--- config.mk ---
export PLATFORM = sky130hd
export DESIGN_NAME = uart_tx_fifo
export DESIGN_NICKNAME = d
export VERILOG_FILES = /design/src/rtl/uart_tx_fifo.sv
export SDC_FILE = /design/constraint.sdc
export NUM_CORES = 1
export LEC_CHECK = 0
export CORE_ASPECT_RATIO = 0.75
export CORE_MARGIN = 2
export CORE_UTILIZATION = 59
export CTS_CLUSTER_DIAMETER = 100
export DETAILED_ROUTE_END_ITERATION = 7
export PLACE_DENSITY = 0.78
export SLEW_MARGIN = 30
export SYNTH_ARGS = -nofsm -noshare
export SYNTH_HDL_FRONTEND = slang
export SYNTH_SLANG_ARGS = --single-unit
--- constraint.sdc ---
create_clock -name clk -period 5.35 [get_ports clk]
set_clock_uncertainty 0.15 [all_clocks]
set_input_delay 1.07 -clock clk [delete_from_list [all_inputs] [get_ports clk]]
set_output_delay 1.07 -clock clk [all_outputs]
set_load 0.005 [all_outputs]
--- src/rtl/uart_tx_fifo.sv ---
// UART transmitter with a small byte FIFO in front of it.
// Bytes written by the CPU are sent as 8N1 frames, LSB first.
module uart_tx_fifo #(
  parameter int CLKS_PER_BIT = 434,
  parameter int FIFO_AW = 2
) (
  input  logic       clk,
  input  logic       reset,
  input  logic [7:0] w_data,
  input  logic       we,
  output logic       tx,
  output logic       full,
  output logic       empty,
  output logic       tx_busy
);

  localparam int DEPTH = 1 << FIFO_AW;
  localparam int CW = FIFO_AW + 1;
  localparam int TW = $clog2(CLKS_PER_BIT);
  localparam logic [TW-1:0] TICK_LAST = TW'(CLKS_PER_BIT - 1);
  localparam logic [TW-1:0] TICK_ONE = TW'(1);
  localparam logic [FIFO_AW-1:0] PTR_ONE = FIFO_AW'(1);
  localparam logic [CW-1:0] CNT_ONE = CW'(1);
  localparam logic [CW-1:0] CNT_FULL = CW'(DEPTH);

  typedef enum logic [1:0] {
    IDLE,
    START,
    DATA,
    STOP
  } state_t;

  logic [7:0]         mem [DEPTH];
  logic [FIFO_AW-1:0] wr_ptr;
  logic [FIFO_AW-1:0] rd_ptr;
  logic [CW-1:0]      count;
  logic [CW-1:0]      count_next;

  state_t             state;
  logic [TW-1:0]      tick;
  logic [2:0]         bit_cnt;
  logic [7:0]         shift;

  logic tick_last;
  logic push;
  logic pop;

  assign tick_last = (tick == TICK_LAST);
  assign push = we && !full;
  // Pop happens when idle or on the final stop-bit cycle,
  // so back-to-back frames have no gap.
  assign pop = !empty &&
               (state == IDLE || (state == STOP && tick_last));

  always_comb begin
    count_next = count;
    if (push && !pop)
      count_next = count + CNT_ONE;
    else if (!push && pop)
      count_next = count - CNT_ONE;
  end

  always_ff @(posedge clk) begin
    if (push)
      mem[wr_ptr] <= w_data;
  end

  always_ff @(posedge clk) begin
    if (reset) begin
      wr_ptr <= '0;
      rd_ptr <= '0;
      count  <= '0;
      full   <= 1'b0;
      empty  <= 1'b1;
    end else begin
      if (push)
        wr_ptr <= wr_ptr + PTR_ONE;
      if (pop)
        rd_ptr <= rd_ptr + PTR_ONE;
      count <= count_next;
      full  <= (count_next == CNT_FULL);
      empty <= (count_next == '0);
    end
  end

  always_ff @(posedge clk) begin
    if (reset) begin
      state   <= IDLE;
      tick    <= '0;
      bit_cnt <= '0;
      shift   <= '0;
      tx      <= 1'b1;
      tx_busy <= 1'b0;
    end else begin
      unique case (state)
        IDLE: begin
          tx <= 1'b1;
          if (pop) begin
            shift   <= mem[rd_ptr];
            tick    <= '0;
            bit_cnt <= '0;
            state   <= START;
            tx      <= 1'b0;
            tx_busy <= 1'b1;
          end
        end
        START: begin
          if (tick_last) begin
            tick  <= '0;
            state <= DATA;
            tx    <= shift[0];
          end else begin
            tick <= tick + TICK_ONE;
          end
        end
        DATA: begin
          if (tick_last) begin
            tick    <= '0;
            shift   <= {1'b0, shift[7:1]};
            bit_cnt <= bit_cnt + 3'd1;
            if (bit_cnt == 3'd7) begin
              state <= STOP;
              tx    <= 1'b1;
            end else begin
              tx <= shift[1];
            end
          end else begin
            tick <= tick + TICK_ONE;
          end
        end
        STOP: begin
          if (tick_last) begin
            tick <= '0;
            if (pop) begin
              shift   <= mem[rd_ptr];
              bit_cnt <= '0;
              state   <= START;
              tx      <= 1'b0;
            end else begin
              state   <= IDLE;
              tx      <= 1'b1;
              tx_busy <= 1'b0;
            end
          end else begin
            tick <= tick + TICK_ONE;
          end
        end
        default: begin
          state   <= IDLE;
          tx      <= 1'b1;
          tx_busy <= 1'b0;
        end
      endcase
    end
  end

endmodule

# Yosys cells after proc, flatten, opt, wreduce, memory -nomap -nowiden
# Memories as Yosys holds them, arrays and structs flattened. A register that Yosys moved wholly into a read port is not among the register bits.
# Index checks and enable logic that the tools add are counted.
[word_totals]
reg_bits = 33
latch_bits = 0
mem_bits_rw = 32
rom_bits = 0
in_bits = 11
out_inout_bits = 4
elab_cells = 83
n_memories = 1
[classes]
addsub = 6
mul = 0
n_div = 0
n_lt_le_gt_ge = 0
n_eq_ne = 12
n_shift = 0
muxes = 34
bitwise_logic = 0
reduce_logical = 19
[memory_table]
columns = ["memory", "depth", "word_bits", "read_ports", "rd_clocked_by_memory_dff", "write_ports", "line", "source"]
rows = [
  ["mem", 4, 8, 1, 1, 1, "33", "logic [7:0] mem [DEPTH];"],
]
[ops]
columns = ["cell", "count"]
rows = [
  ["two-way mux 8 bit", 3],
  ["case mux 8 bit (3 select lines)", 1],
  ["two-way mux 9 bit", 2],
  ["case mux 9 bit (2 select lines)", 1],
  ["two-way mux 3 bit", 5],
  ["two-way mux 2 bit", 7],
  ["inequality test 2 bit, second input constant", 6],
  ["two-way mux 1 bit", 11],
  ["adder 9 x 1 -> 9 bit, second input constant", 1],
  ["equality test 9 bit, second input constant", 1],
  ["case mux 3 bit (3 select lines)", 1],
  ["case mux 2 bit (4 select lines)", 1],
  ["adder 3 x 1 -> 3 bit, second input constant", 2],
  ["equality test 3 bit, second input constant", 2],
  ["AND reduction 3 bit", 2],
  ["logical AND 1 bit", 5],
  ["AND reduction 5 bit", 1],
  ["adder 2 x 1 -> 2 bit, second input constant", 2],
  ["equality test 2 bit, second input constant", 2],
  ["zero test 1 bit", 4],
  ["case mux 1 bit (4 select lines)", 1],
  ["AND reduction 4 bit", 1],
  ["zero test 3 bit", 1],
  ["nonzero test 3 bit", 1],
  ["other kinds (7)", 7],
]

# Depth between registers and ports, before layout
[depth]
word_depth = 8
ltp_mapped = 9
ltp_nobuf = 7

# Worst setup path before layout
# No wires, ideal clock.
[synth_timing]
path_kind = "input to register"
from = "input port we"
to = "memory mem[0][0] (enable)"
setup_ns = 0.332
arrival_time_ns = 1.941
t_required_ns = 4.868
path_slack_ns = 2.927
cell_stages = 3
path_buffers = 1
cell_sequence = "nor2b_1 -> clkbuf_1 -> and2_1"
[synth_via]
elab_chain_cells = 3
[synth_lines]
columns = ["item", "line", "source"]
rows = [
  ["from (decl)", "10", "input logic we,"],
  ["logical AND 1 bit", "49", "assign push = we && !full;"],
  ["two-way mux 1 bit", "64", "if (push)"],
  ["two-way mux 1 bit (implied by the code)", "65", "mem[wr_ptr] <= w_data;"],
  ["to (decl)", "33", ""],
]
# Every way passes these cells.

# Worst setup path after layout
[layout_timing]
from = "input port we"
to = "memory mem[0][2] (enable)"
# The elaborated chain is that of the path after synthesis.

==> flow_metrics.env <==
export IMPL_cts_tree="yes"
export IMPL_drc=0
export IMPL_synth_edf_count=32
export IMPL_ys_warn_count=0
export IMPL_ant_nets=0
export IMPL_fin_crit_ps=2960
export IMPL_dieArea_um2=5910
export IMPL_hpwl_mm=4.23
export IMPL_vias=2106
export IMPL_layout_cells_non_filler=362
export IMPL_hold_viol=0
export IMPL_ys_top_cells_by_area="edfxtp_1 31%, dfxtp_1 22%, ha_1 6.4%"
export IMPL_ys_top_cells_by_count="35 x dfxtp_1, 32 x edfxtp_1, 22 x nor2_1"
export IMPL_worst_slew_pin_slew_ps=957
export IMPL_io_buffer_count=14
export IMPL_routabilityCongestion=0.812
export IMPL_initial_core_util_pct=62.5
export IMPL_cts_sinks=67
export IMPL_syn_nets=297
export IMPL_pwr_density_cell_nw_per_um2=522
export IMPL_syn_area_um2=3130
export IMPL_gr_total_overflow=0
export IMPL_post_place_cells=346
export IMPL_grt_pass1_vias=2005
export IMPL_syn2layout_area_growth_pct=12.5
export IMPL_setup_viol=0
export IMPL_max_slew_margin_pct=36.1
export IMPL_finalWirelength_mm=5.96
export IMPL_clk_path_buf_depth=2
export IMPL_postCtsHoldBufs=0
export IMPL_synth_top_cell_by_area="edfxtp_1"
export IMPL_drv_cap=0
export IMPL_outcome="completed"
export IMPL_seq_area_um2=1660
export IMPL_viasPerCell=5.82
export IMPL_rows=22
export IMPL_core_area_um2=5010
export IMPL_crit_arrival_ps=2820
export IMPL_cp_start_kind="primary input"
export IMPL_ys_seq_area_share_pct=53.1
export IMPL_clk_pin_slew_ps=80
export IMPL_drt_initial_drc_count=210
export IMPL_yosysTopAreaCellShare_pct=30.7
export IMPL_h_tree_depth=3
export IMPL_cts_setup_buffers=0
export IMPL_clk_latency_ps=350
export IMPL_avgRoutedWirePerCell_um=16.5
export IMPL_rsz0062_at_grt="false"
export IMPL_die_h_um=67.1
export IMPL_worst_hold_slack_ps=329
export IMPL_multi_input_area_um2=1380
export IMPL_path_max_fanout=15
export IMPL_hold_class="reg2reg"
export IMPL_layout_nets=312
export IMPL_cts_root_buf="clkbuf_8"
export IMPL_crit_required_ps=5210
export IMPL_n_antenna_cell=0
export IMPL_globalRouteTotalUtil_pct=23.3
export IMPL_antenna_found_initial=0
export IMPL_syn_area_per_cell_um2=11.6
export IMPL_drv_slew=0
export IMPL_worstSetupEndpointType="flop"
export IMPL_grt_pass1_wl_mm=10.0
export IMPL_dominantRegCellSynth="dfxtp_1"
export IMPL_fillers=363
export IMPL_yosys_register_bits=67
export IMPL_netlist_instances=270
export IMPL_first_pass_iters=4
export IMPL_synth_most_common_cell="dfxtp_1"
export IMPL_grt_max_degree=35
export IMPL_p_leak_nw=1.21
export IMPL_cts_resized=0
export IMPL_fin_setup_tns_ps=0
export IMPL_async_flop_share_pct=0
export IMPL_fmax_mhz=337
export IMPL_critPathKind="in2reg"
export IMPL_vdd_ir_drop_max_uv=322
export IMPL_layout_drive_gt1_share_pct=12.8
export IMPL_io_pins=15
export IMPL_dieWidth_um=88.1
export IMPL_yosys_cell_types_count=47
export IMPL_period_share_pct=55.4
export IMPL_numCtsBuffers=9
sequential cells by signal, summed over array words and instances (netlist names), 2 cells and up, named ones only:
| register | flops |
|---|---|
| bit_cnt | 3 |
| count | 3 |
| mem | 32 |
| rd_ptr | 2 |
| shift | 8 |
| state | 2 |
| tick | 9 |
| wr_ptr | 2 |
layout by cell type, fill, tap and decap left out, drive strengths merged, types with 2 or more instances in the layout:
| cell | instances |
|---|---|
| o21ai | 11 |
| dfxtp | 35 |
| mux2i | 9 |
| a21o | 2 |
| a211oi | 9 |
| nor3b | 2 |
| a21oi | 16 |
| xnor2 | 6 |
| nor2b | 5 |
| nand2 | 18 |
| edfxtp | 32 |
| o211ai | 2 |
| clkbuf | 9 |
| nor2 | 23 |
| nor3 | 5 |
| clkdlybuf4s50 | 14 |
| and3 | 4 |
| nand2b | 7 |
| nand3b | 6 |
| nand3 | 8 |
| inv | 14 |
| a311oi | 4 |
| mux4 | 8 |
| ha | 16 |
| and2 | 5 |
| a31oi | 2 |
| a41oi | 2 |
path summary, 6_finish.rpt:
check	start	slack (ps)	cells past startpoint	endpoint
setup / recovery	we	2390	3	mem[0][2]
hold / removal	shift[7]	330	2	shift[7]
setup reg to reg	state[1]	2870	6	shift[3]
hold reg to reg	shift[7]	330	2	shift[7]
power breakdown:
group	total, mW	switching, mW	internal, mW
clock	0.435	0.213	0.222
combinational	0.657	0.354	0.303
sequential	0.745	0.0937	0.652
routing by layer:
metal | GRT usage [%] | wire length [µm] | vias to the layer above
met5 | 0 | 0 | -
met1 | 36.2 | 3120 | 993
li1 | - | - | 1030
met2 | 31.0 | 2340 | 67
met3 | 5.33 | 387 | 16
met4 | 9.09 | 119 | 0
worst max-delay path: stages:
cell and delay, ps:
clkdlybuf4s50_1 490, nor2b_1 770, and2_1 490
kinds of logic after synthesis:
| group | Yosys count | share of synthesized area, % |
|---|---|---|
| xor gates and xnor gates | 6 | 1.68 |
| and+or+nand+nor | 88 | 14.7 |
| muxes | 17 | 8.63 |
| adders and majority gates | 16 | 6.39 |
| buffers and inverters | 21 | 2.88 |
| DFF | 67 | 53.1 |
| AOI/OAI and AO/OA | 55 | 12.6 |
final cells by class:
class	count	area share, %
repair buffers	15	4.19
flip-flops and latches	67	47.2
clock inverters	7	2.31
inverters	10	1.07
multi-input cells	182	39.2
well taps	72	2.56
clock buffers	9	3.52
through the flow:
stage,utilization (%),area [µm²],power [mW],setup slack [ps]
after floorplan,-,3130,1.26,2930
after global placement,66.2,3320,1.39,2090
after detailed placement,66.2,3320,1.41,2020
after CTS,70.3,3520,1.84,2390
after global routing,70.3,3520,1.96,2250
final,70.3,3520,1.84,2390
Note: power is estimated with default switching activity, not from simulation.
